## src/rtl/fetch_pkg.sv

```systemverilog
// Shared types and constants for the two-word instruction fetch unit.
// The optional opcode trap is built only when FETCH_ILLEGAL_TRAP_EN is defined.
package fetch_pkg;

    typedef enum logic [2:0] {
        IDLE  = 3'd0,
        W0    = 3'd1,
        W1    = 3'd2,
        ISSUE = 3'd3,
        HOLD  = 3'd4
    } fetch_state_t;

    // Field positions inside the first ROM word of an instruction
    localparam int EXE_HI  = 15;
    localparam int EXE_LO  = 11;
    localparam int REG1_HI = 10;
    localparam int REG1_LO = 9;
    localparam int REG2_HI = 8;
    localparam int REG2_LO = 7;

    localparam int OP_W    = EXE_HI - EXE_LO + 1;
    localparam int REG_W   = REG1_HI - REG1_LO + 1;
    localparam int EDATA_W = 16;

    localparam logic [OP_W-1:0] ILLEGAL_OP_MIN = 5'd28;

    function automatic logic is_illegal_op(input logic [OP_W-1:0] op);
        return op >= ILLEGAL_OP_MIN;
    endfunction

endpackage

```

## src/rtl/fetch_decode.sv

```systemverilog
// Combinational split of the first instruction word into opcode and register fields.
// With FETCH_ILLEGAL_TRAP_EN, reserved opcodes become a NOP and raise illegal.
module fetch_decode
    import fetch_pkg::*;
(
    input  logic [EXE_HI:REG2_LO] hdr,
    output logic [OP_W-1:0]       exe,
    output logic [REG_W-1:0]      ereg1,
    output logic [REG_W-1:0]      ereg2,
    output logic                  illegal
);

    always_comb begin
        exe     = hdr[EXE_HI:EXE_LO];
        ereg1   = hdr[REG1_HI:REG1_LO];
        ereg2   = hdr[REG2_HI:REG2_LO];
        illegal = 1'b0;
`ifdef FETCH_ILLEGAL_TRAP_EN
        if (is_illegal_op(hdr[EXE_HI:EXE_LO])) begin
            exe     = '0;
            illegal = 1'b1;
        end
`endif
    end

endmodule

```

## src/rtl/instr_fetch.sv

```systemverilog
// Two-word instruction fetch: reads {pc,0} and {pc,1} from program ROM and issues one decoded instruction.
// Optional opcode trap controlled by FETCH_ILLEGAL_TRAP_EN (see fetch_decode).
module instr_fetch
    import fetch_pkg::*;
#(
    parameter int ADDR_W = 15,
    parameter int DATA_W = 16
) (
    input  logic                clk,
    input  logic                rst,
    input  logic                req,
    input  logic [ADDR_W-1:0]   pc,
    input  logic                prst,
    input  logic                brk,
    output logic [ADDR_W:0]     rom_addr,
    output logic                rom_en,
    input  logic [DATA_W-1:0]   rom_data,
    output logic [OP_W-1:0]     exe,
    output logic [REG_W-1:0]    ereg1,
    output logic [REG_W-1:0]    ereg2,
    output logic [EDATA_W-1:0]  edata,
    output logic                work,
    output logic                busy,
    output logic                illegal
);

    fetch_state_t state, next_state;

    logic [ADDR_W-1:0] pc_q;
    logic [OP_W-1:0]   dec_exe, exe_s;
    logic [REG_W-1:0]  dec_ereg1, dec_ereg2, ereg1_s, ereg2_s;
    logic              dec_illegal, ill_s, ill_q;

    fetch_decode u_decode (
        .hdr     (rom_data[EXE_HI:REG2_LO]),
        .exe     (dec_exe),
        .ereg1   (dec_ereg1),
        .ereg2   (dec_ereg2),
        .illegal (dec_illegal)
    );

    always_ff @(posedge clk or posedge rst) begin
        if (rst) state <= IDLE;
        else     state <= next_state;
    end

    // A flush overrides every transition, including a fresh request in IDLE
    always_comb begin
        next_state = state;
        if (prst) begin
            next_state = IDLE;
        end else begin
            case (state)
                IDLE:    if (req) next_state = W0;
                W0:      next_state = W1;
                W1:      next_state = brk ? HOLD : ISSUE;
                ISSUE:   next_state = IDLE;
                HOLD:    if (!brk) next_state = ISSUE;
                default: next_state = IDLE;
            endcase
        end
    end

    // Address is a concatenation with the word select, so pc=all-ones reaches the top ROM words
    always_comb begin
        rom_en   = 1'b0;
        rom_addr = '0;
        work     = 1'b0;
        illegal  = 1'b0;
        busy     = (state != IDLE);
        if (!prst && !rst) begin
            case (state)
                IDLE: if (req) begin
                    rom_en   = 1'b1;
                    rom_addr = {pc, 1'b0};
                end
                W0: begin
                    rom_en   = 1'b1;
                    rom_addr = {pc_q, 1'b1};
                end
                ISSUE: begin
                    work    = 1'b1;
                    illegal = ill_q;
                end
                default: ;
            endcase
        end
    end

    // Word0 fields are staged so the visible outputs only change once the whole instruction is in
    always_ff @(posedge clk or posedge rst) begin
        if (rst) begin
            pc_q    <= '0;
            exe_s   <= '0;
            ereg1_s <= '0;
            ereg2_s <= '0;
            ill_s   <= 1'b0;
            exe     <= '0;
            ereg1   <= '0;
            ereg2   <= '0;
            edata   <= '0;
            ill_q   <= 1'b0;
        end else if (!prst) begin
            if (state == IDLE && req)
                pc_q <= pc;
            if (state == W0) begin
                exe_s   <= dec_exe;
                ereg1_s <= dec_ereg1;
                ereg2_s <= dec_ereg2;
                ill_s   <= dec_illegal;
            end
            if (state == W1) begin
                exe   <= exe_s;
                ereg1 <= ereg1_s;
                ereg2 <= ereg2_s;
                edata <= rom_data[EDATA_W-1:0];
                ill_q <= ill_s;
            end
        end
    end

endmodule

```

## config.mk

```make
export PLATFORM = sky130hd
export DESIGN_NAME = instr_fetch
export DESIGN_NICKNAME = d
export VERILOG_FILES = /design/src/rtl/fetch_pkg.sv /design/src/rtl/fetch_decode.sv /design/src/rtl/instr_fetch.sv
export SDC_FILE = /design/constraint.sdc
export NUM_CORES = 1
export LEC_CHECK = 0
export BUFFER_PORTS_ARGS = -buffer_cell sky130_fd_sc_hd__buf_2
export CORE_ASPECT_RATIO = 0.5
export CORE_MARGIN = 2
export CORE_UTILIZATION = 35
export CTS_BUF_LIST = sky130_fd_sc_hd__clkbuf_2
export DETAILED_ROUTE_END_ITERATION = 12
export HOLD_SLACK_MARGIN = 0.02
export RECOVER_POWER = 50
export SETUP_SLACK_MARGIN = 0.02
export SLEW_MARGIN = 5
export SYNTH_ARGS = -nofsm -noshare
export SYNTH_HDL_FRONTEND = slang
export SYNTH_SLANG_ARGS = --single-unit
```

## constraint.sdc

```tcl
create_clock -name clk -period 1.7 [get_ports clk]
set_clock_uncertainty 0.15 [all_clocks]
set_input_delay 0.34 -clock clk [delete_from_list [all_inputs] [get_ports clk]]
set_output_delay 0.34 -clock clk [all_outputs]
set_load 0.01 [all_outputs]
```

==> results.json, run 1 <==
{
  "hold_path_depth": 4,
  "wl_um": 5670,
  "synth_seq_cells": 52,
  "status": "finished with violations",
  "slew_headroom_pct": 41.1,
  "via_per_inst": 4.64,
  "grt_pass1_vias": 1909,
  "whs_endpoint": "pc_q[5]$_DFFE_PP0P_",
  "antennaDiodeCount": 0,
  "synth_top_family_by_area": "multiplexers",
  "grtUsageTotal_pct": 15.1,
  "rsz0062_at_grt": "yes",
  "fillerInstances": 574,
  "grt_max_degree": 37,
  "syn_avg_cell_area_um2": 13.9,
  "synthAdderAreaFrac_pct": 0,
  "die_h_um": 62.1,
  "synth_compound_gate_area_share_pct": 5.71,
  "r2r_end": "edata[13]$_DFFE_PP0P_",
  "period_needed_ns": 2.26,
  "core_area_mm2": 0.00662,
  "dieArea_mm2": 0.00747,
  "synth_nets": 206,
  "ys_seq_area_share_pct": 55.0,
  "ant_nets": 0,
  "pre_cts_ws_ns": -0.121,
  "arrival_ns": 1.77,
  "min_from": "req",
  "yosysWarnings": 0,
  "cts_made_buffers": 5,
  "path_max_fanout": 5,
  "synthesis.area_mm2": 0.00236,
  "synthSimpleGateAreaFrac_pct": 8.62,
  "leakage_nw": 1.72,
  "drc": 0,
  "initial_core_util_pct": 35.7,
  "drive_above_1_share_pct": 58.1,
  "synth_largest_area_cell": "dfrtp_1",
  "setup_viol_count_final": 60,
  "num-nets-final": 338,
  "dr.pass1.iters": 4,
  "synth_most_common_cell": "dfrtp_1",
  "synth.distinct_cells": 29,
  "rows": 21,
  "worst-setup-path-type": "register to output port",
  "max_cap_violations": 0,
  "holdWs_ns": 0.294,
  "routabilityCongestion": 0.805,
  "cts_tree": "yes",
  "clock-sinks": 52,
  "num_io_pins": 81,
  "cts-root-buf": "clkbuf_2",
  "synth_ff_type": "dfrtp_1",
  "placed_area_mm2": 0.00292,
  "synth_common_cells": "dfrtp_1, mux2_2, nor2_1",
  "ir_worst_vdd_uv": 414,
  "vias": 1832,
  "required_ns": 1.21,
  "fin_ws_ns": -0.564,
  "netlist_instances": 170,
  "tns_ns": -15.42,
  "timing.rr.start": "state[2]$_DFFE_PP0P_",
  "dp_hpwl_um": 3540,
  "failed_checks": "negative setup slack",
  "worst_slew_pin_slew_ns": 0.883,
  "initialDrtViolationCount": 44,
  "grt_pass1_wl_um": 9010,
  "p_per_area_mw_per_mm2": 1120,
  "ff2ff_path_depth": 6,
  "htree_levels": 2,
  "final_area_mm2": 0.00361,
  "clk_latency_ns": 0.43,
  "clk_transition_reported_paths_ns": 0.25,
  "area_delta_synth_final_pct": 52.8,
  "drv_slew": 0,
  "port_buffers": 79,
  "finalCritPeriodShare_pct": 133,
  "async_reset_ff_share_pct": 100,
  "synth_edf_count": 0,
  "muxShareOfSynthArea_pct": 24.9,
  "cp-end-kind": "output port",
  "post_drt_wl_per_cell_um": 14.4,
  "start_kind": "register",
  "dieWidth_um": 120,
  "hold_class": "input pin to register",
  "antenna_found_initial": 0,
  "fmax_mhz": 442,
  "rrSetupSlack_ns": -0.25,
  "synth-xor-area-share_pct": 0.370,
  "synth_top_area_share_pct": 55.0,
  "synthTopCellsByArea": "dfrtp_1, mux2_2, mux2_4",
  "hold_viol": 0,
  "grt_overflow_total": 0,
  "cts_buffer_depth": 2
}
-- sequential cells by signal, summed over array words and instances (netlist names) --
| name | flops |
|---|---|
| exe_s | 5 |
| pc_q | 15 |
| ereg2_s | 2 |
| ereg2 | 2 |
| edata | 16 |
| ereg1_s | 2 |
| ereg1 | 2 |
| exe | 5 |
| state | 3 |
-- how the worst max path moves through the flow --
| stage | from | to | slack [ns] |
|---|---|---|---|
| after floorplan | state[2]$_DFFE_PP0P_ | rom_addr[6] | -0.14 |
| after global placement | state[2]$_DFFE_PP0P_ | edata[13]$_DFFE_PP0P_ | -0.08 |
| after detailed placement | state[2]$_DFFE_PP0P_ | edata[6]$_DFFE_PP0P_ | -0.12 |
| after CTS | state[2]$_DFFE_PP0P_ | rom_addr[7] | -0.58 |
| after global routing | state[2]$_DFFE_PP0P_ | rom_addr[7] | -0.70 |
| final | state[2]$_DFFE_PP0P_ | rom_addr[11] | -0.56 |
-- repair_timing --
action | CTS | global route
endpoints found under the hold margin | 94 | 0
hold buffers | 34 | 0
buffers inserted | 2 | 4
cloned | 3 | 2
pin swaps | 2 | 5
endpoints found under the setup margin | 63 | 65
resized for setup | 14 | 23
-- layout by cell type (no fill, tap or decap) --
master         count
buf_2             79
dfrtp_1           49
dlygate4sd3_1     34
mux2_2            27
mux2_4            22
nor2_1            21
a22oi_1           10
buf_4              8
clkbuf_2           6
a22oi_2            5
buf_6              5
buf_12             4
buf_16             3
dfrtp_2            3
nand2_8            2
clkinvlp_4         2
nor3b_4            1
and2b_2            1
nor2b_4            1
nor3_4             1
and2_4             1
xor2_1             1
and3_1             1
nor2b_1            1
o21ai_0            1
o311a_1            1
nor4b_1            1
a211oi_1           1
or3_1              1
nand2_1            1
nor4b_4            1
and2_1             1
and4b_1            1
nor2_2             1
conb_1             1
bufinv_16          1
clkinv_2           1
clkbuf_16          1
clkbuf_1           1
-- report_power, final --
group          internal [W]  total [W]  switching, W
clock              0.000245   0.000637      0.000392
sequential          0.00168    0.00192      0.000242
combinational      0.000890    0.00147      0.000580
-- cell families (layout without fill, tap and decap cells) --
group           count (synthesis)  count (layout)
compound gates                 18              18
other cells                     1               1
flops                          52              52
mux                            49              49
xor+xnor                        1               1
buf+inv                        13             145
simple gates                   36              37
-- cell type report --
class	count	area (um^2)	area share, %
Timing Repair Buffer	136	1050	29.0
Inverter	1	7.51	0.208
Tap cell	92	115	3.19
Sequential cell	52	1310	36.1
Multi-Input combinational cell	106	1070	29.6
Clock buffer	5	25.0	0.693
Clock inverter	3	42.5	1.18
-- per-stage QoR --
| step | util [%] | total power, W | cells |
|---|---|---|---|
| 6_report | 54.6 | 0.00403 | 395 |
| 5_1_grt | 54.6 | 0.00430 | 395 |
| 4_1_cts | 52.3 | 0.00395 | 390 |
| 3_5_place_dp | 44.1 | 0.00320 | 343 |
| 3_3_place_gp | 44.1 | 0.00314 | 343 |
| 2_1_floorplan | - | 0.00268 | 170 |
-- worst max-delay path, stage by stage (launching register included) --
cell and delay, ns:
dfrtp_2 0.51, nor4b_4 0.33, buf_4 0.21, a22oi_2 0.05, nor2_1 0.10, buf_2 0.13
-- routing by layer --
layer / track usage [%] / share of wire (%) / routed length, um / vias up
met5: 0 / 0 / 0 / -
met1: 17.3 / 44 / 2490 / 917
li1: - / - / - / 863
met2: 27.6 / 50 / 2840 / 41
met4: 4.94 / 1.9 / 108 / 0
met3: 4.23 / 4.2 / 238 / 11
Note: power is estimated with default switching activity, not from simulation.
==> inputs of run 2 (changes only) <==
--- a/config.mk
+++ b/config.mk
@@ -6,7 +6,7 @@
 export NUM_CORES = 1
 export LEC_CHECK = 0
 export BUFFER_PORTS_ARGS = -buffer_cell sky130_fd_sc_hd__buf_2
-export CORE_ASPECT_RATIO = 0.5
+export CORE_ASPECT_RATIO = 0.8
 export CORE_MARGIN = 2
 export CORE_UTILIZATION = 35
 export CTS_BUF_LIST = sky130_fd_sc_hd__clkbuf_2
==> results.json, run 2 (synthesis results as in run 1) <==
{
  "largest_reg_flops": 16,
  "cts_tree": "yes",
  "ff2ff_path_depth": 8,
  "initial_core_util_pct": 36.5,
  "clk_transition_reported_paths_ns": 0.26,
  "antennaDiodeCount": 0,
  "cts_buffer_depth": 2,
  "setup_viol_count_final": 68,
  "leakage_nw": 1.84,
  "num_io_pins": 81,
  "clock-sinks": 52,
  "worst_slew_pin_slew_ns": 0.729,
  "period_needed_ns": 2.35,
  "core_area_mm2": 0.00647,
  "post_drt_wl_per_cell_um": 16.5,
  "dr.pass1.iters": 4,
  "drv_slew": 0,
  "drive_above_1_share_pct": 60.4,
  "path_max_fanout": 8,
  "worst-setup-path-type": "register to output port",
  "rows": 26,
  "grt_overflow_total": 0,
  "holdWs_ns": 0.372,
  "timing.rr.start": "state[2]$_DFFE_PP0P_",
  "drc": 0,
  "grtUsageTotal_pct": 16.4,
  "final_area_mm2": 0.00379,
  "start_kind": "register",
  "final_cell_count_no_fill": 397,
  "failed_checks": "negative setup slack",
  "hold_class": "input pin to async pin",
  "grt_pass1_vias": 1986,
  "dieWidth_um": 95.9,
  "rrSetupSlack_ns": -0.37,
  "r2r_end": "exe[1]$_DFFE_PP0P_",
  "top_register": "edata",
  "initialDrtViolationCount": 82,
  "ant_nets": 0,
  "dieArea_mm2": 0.00743,
  "dp_cells": 335,
  "path_cells": "nor4b_4 > buf_4 > buf_12 > a22oi_2 > nor2_1 > buf_2",
  "final_common_cell": "buf_2",
  "status": "finished with violations",
  "p_per_area_mw_per_mm2": 1100,
  "rsz0062_at_grt": "yes",
  "vias": 1957,
  "final_cell_mix": "buf_2, dfrtp_1, dlygate4sd3_1, mux2_4, mux2_2",
  "arrival_ns": 1.86,
  "fin_ws_ns": -0.651,
  "met3_length_um": 297,
  "required_ns": 1.21,
  "via_per_inst": 4.93,
  "antenna_found_initial": 0,
  "top_layer": "met4",
  "grt_pass1_wl_um": 9540,
  "routabilityCongestion": 0.730,
  "fillerInstances": 530,
  "layout.area.seq_mm2": 0.00131,
  "multi_input_area_mm2": 0.00108,
  "placed_area_mm2": 0.00296,
  "slew_headroom_pct": 51.1,
  "cts_made_buffers": 5,
  "top_regs": "edata (16), pc_q (15)",
  "slowest_stage": "dfrtp_2",
  "cp-end-kind": "output port",
  "m1WireLength_um": 3040,
  "dp_hpwl_um": 3450,
  "die_h_um": 77.5,
  "htree_levels": 2,
  "clk_latency_ns": 0.42,
  "hold_viol": 0,
  "area_delta_synth_final_pct": 60.1,
  "max_cap_violations": 0,
  "p_total_w": 0.00417,
  "grt_max_degree": 21,
  "num-nets-final": 348,
  "port_buffers": 79,
  "wl_met2_um": 3120,
  "fmax_mhz": 425,
  "wl_um": 6540,
  "cts-root-buf": "clkbuf_2",
  "ir_worst_vdd_uv": 596,
  "cpPeakStageDelay_ns": 0.52,
  "finalCritPeriodShare_pct": 138
}
==> run 2: changes by cell type in the layout (fill, tap and decap cells not counted), moves of 4 or more <==
cell	before	now
mux2_2	27	21
mux2_4	22	28
buf_4	8	12
buf_6	5	9
clkbuf_16	1	5
==> run 2: worst max path at each step <==
stage                               from            to
global placement    state[0]$_DFFE_PP0P_  rom_addr[13]
finish              state[2]$_DFFE_PP0P_   rom_addr[6]
global route        state[2]$_DFFE_PP0P_   rom_addr[6]
floorplan           state[2]$_DFFE_PP0P_   rom_addr[6]
detailed placement  state[2]$_DFFE_PP0P_   rom_addr[5]
CTS                 state[2]$_DFFE_PP0P_   rom_addr[5]
==> run 2: repair_timing <==
action                                 4_1_cts  5_1_grt
hold buffers                                33        1
setup buffers                                8        6
gates cloned                                 3        4
setup endpoints to repair                   53       68
endpoints found under the hold margin       61        1
pin swaps                                    1        7
gates resized for setup                     23       28
==> run 2: layout make-up <==
| class | instances | area share [%] |
|---|---|---|
| flip-flops and latches | 52 | 34.5 |
| repair buffers | 147 | 32.4 |
| multi-input cells | 105 | 28.5 |
| well taps | 84 | 2.78 |
| clock inverters | 2 | 0.925 |
| clock buffers | 6 | 0.793 |
| inverters | 1 | 0.132 |
==> run 2: per-layer routing <==
metal / track usage (%) / vias up
li1: - / 889
met1: 22.4 / 1007
met2: 27.1 / 57
met3: 2.62 / 4
met4: 4.71 / 0
met5: 0 / -
==> run 2: power breakdown <==
| part | total, W | internal (W) | switching, W |
|---|---|---|---|
| clock | 0.000633 | 0.000253 | 0.000380 |
| sequential | 0.00193 | 0.00168 | 0.000249 |
| combinational | 0.00160 | 0.000987 | 0.000617 |
==> run 2: through the flow <==
| stage | utilization [%] | setup TNS [ns] | worst slack [ns] |
|---|---|---|---|
| after floorplan | - | -1.72 | -0.136 |
| after global placement | 45.7 | -1.94 | -0.0849 |
| after detailed placement | 45.7 | -2.83 | -0.0976 |
| after CTS | 55.2 | -18.44 | -0.586 |
| after global routing | 58.5 | -27.90 | -0.781 |
| final | 58.5 | -24.10 | -0.651 |
==> run 2: critical path, delay by kind of cell, from the launching register on <==
kind	cells	cell delay (ns)
DFF	1	0.52
buffers and inverters	3	0.45
and+or+nand+nor	2	0.43
AOI/OAI and AO/OA	1	0.05
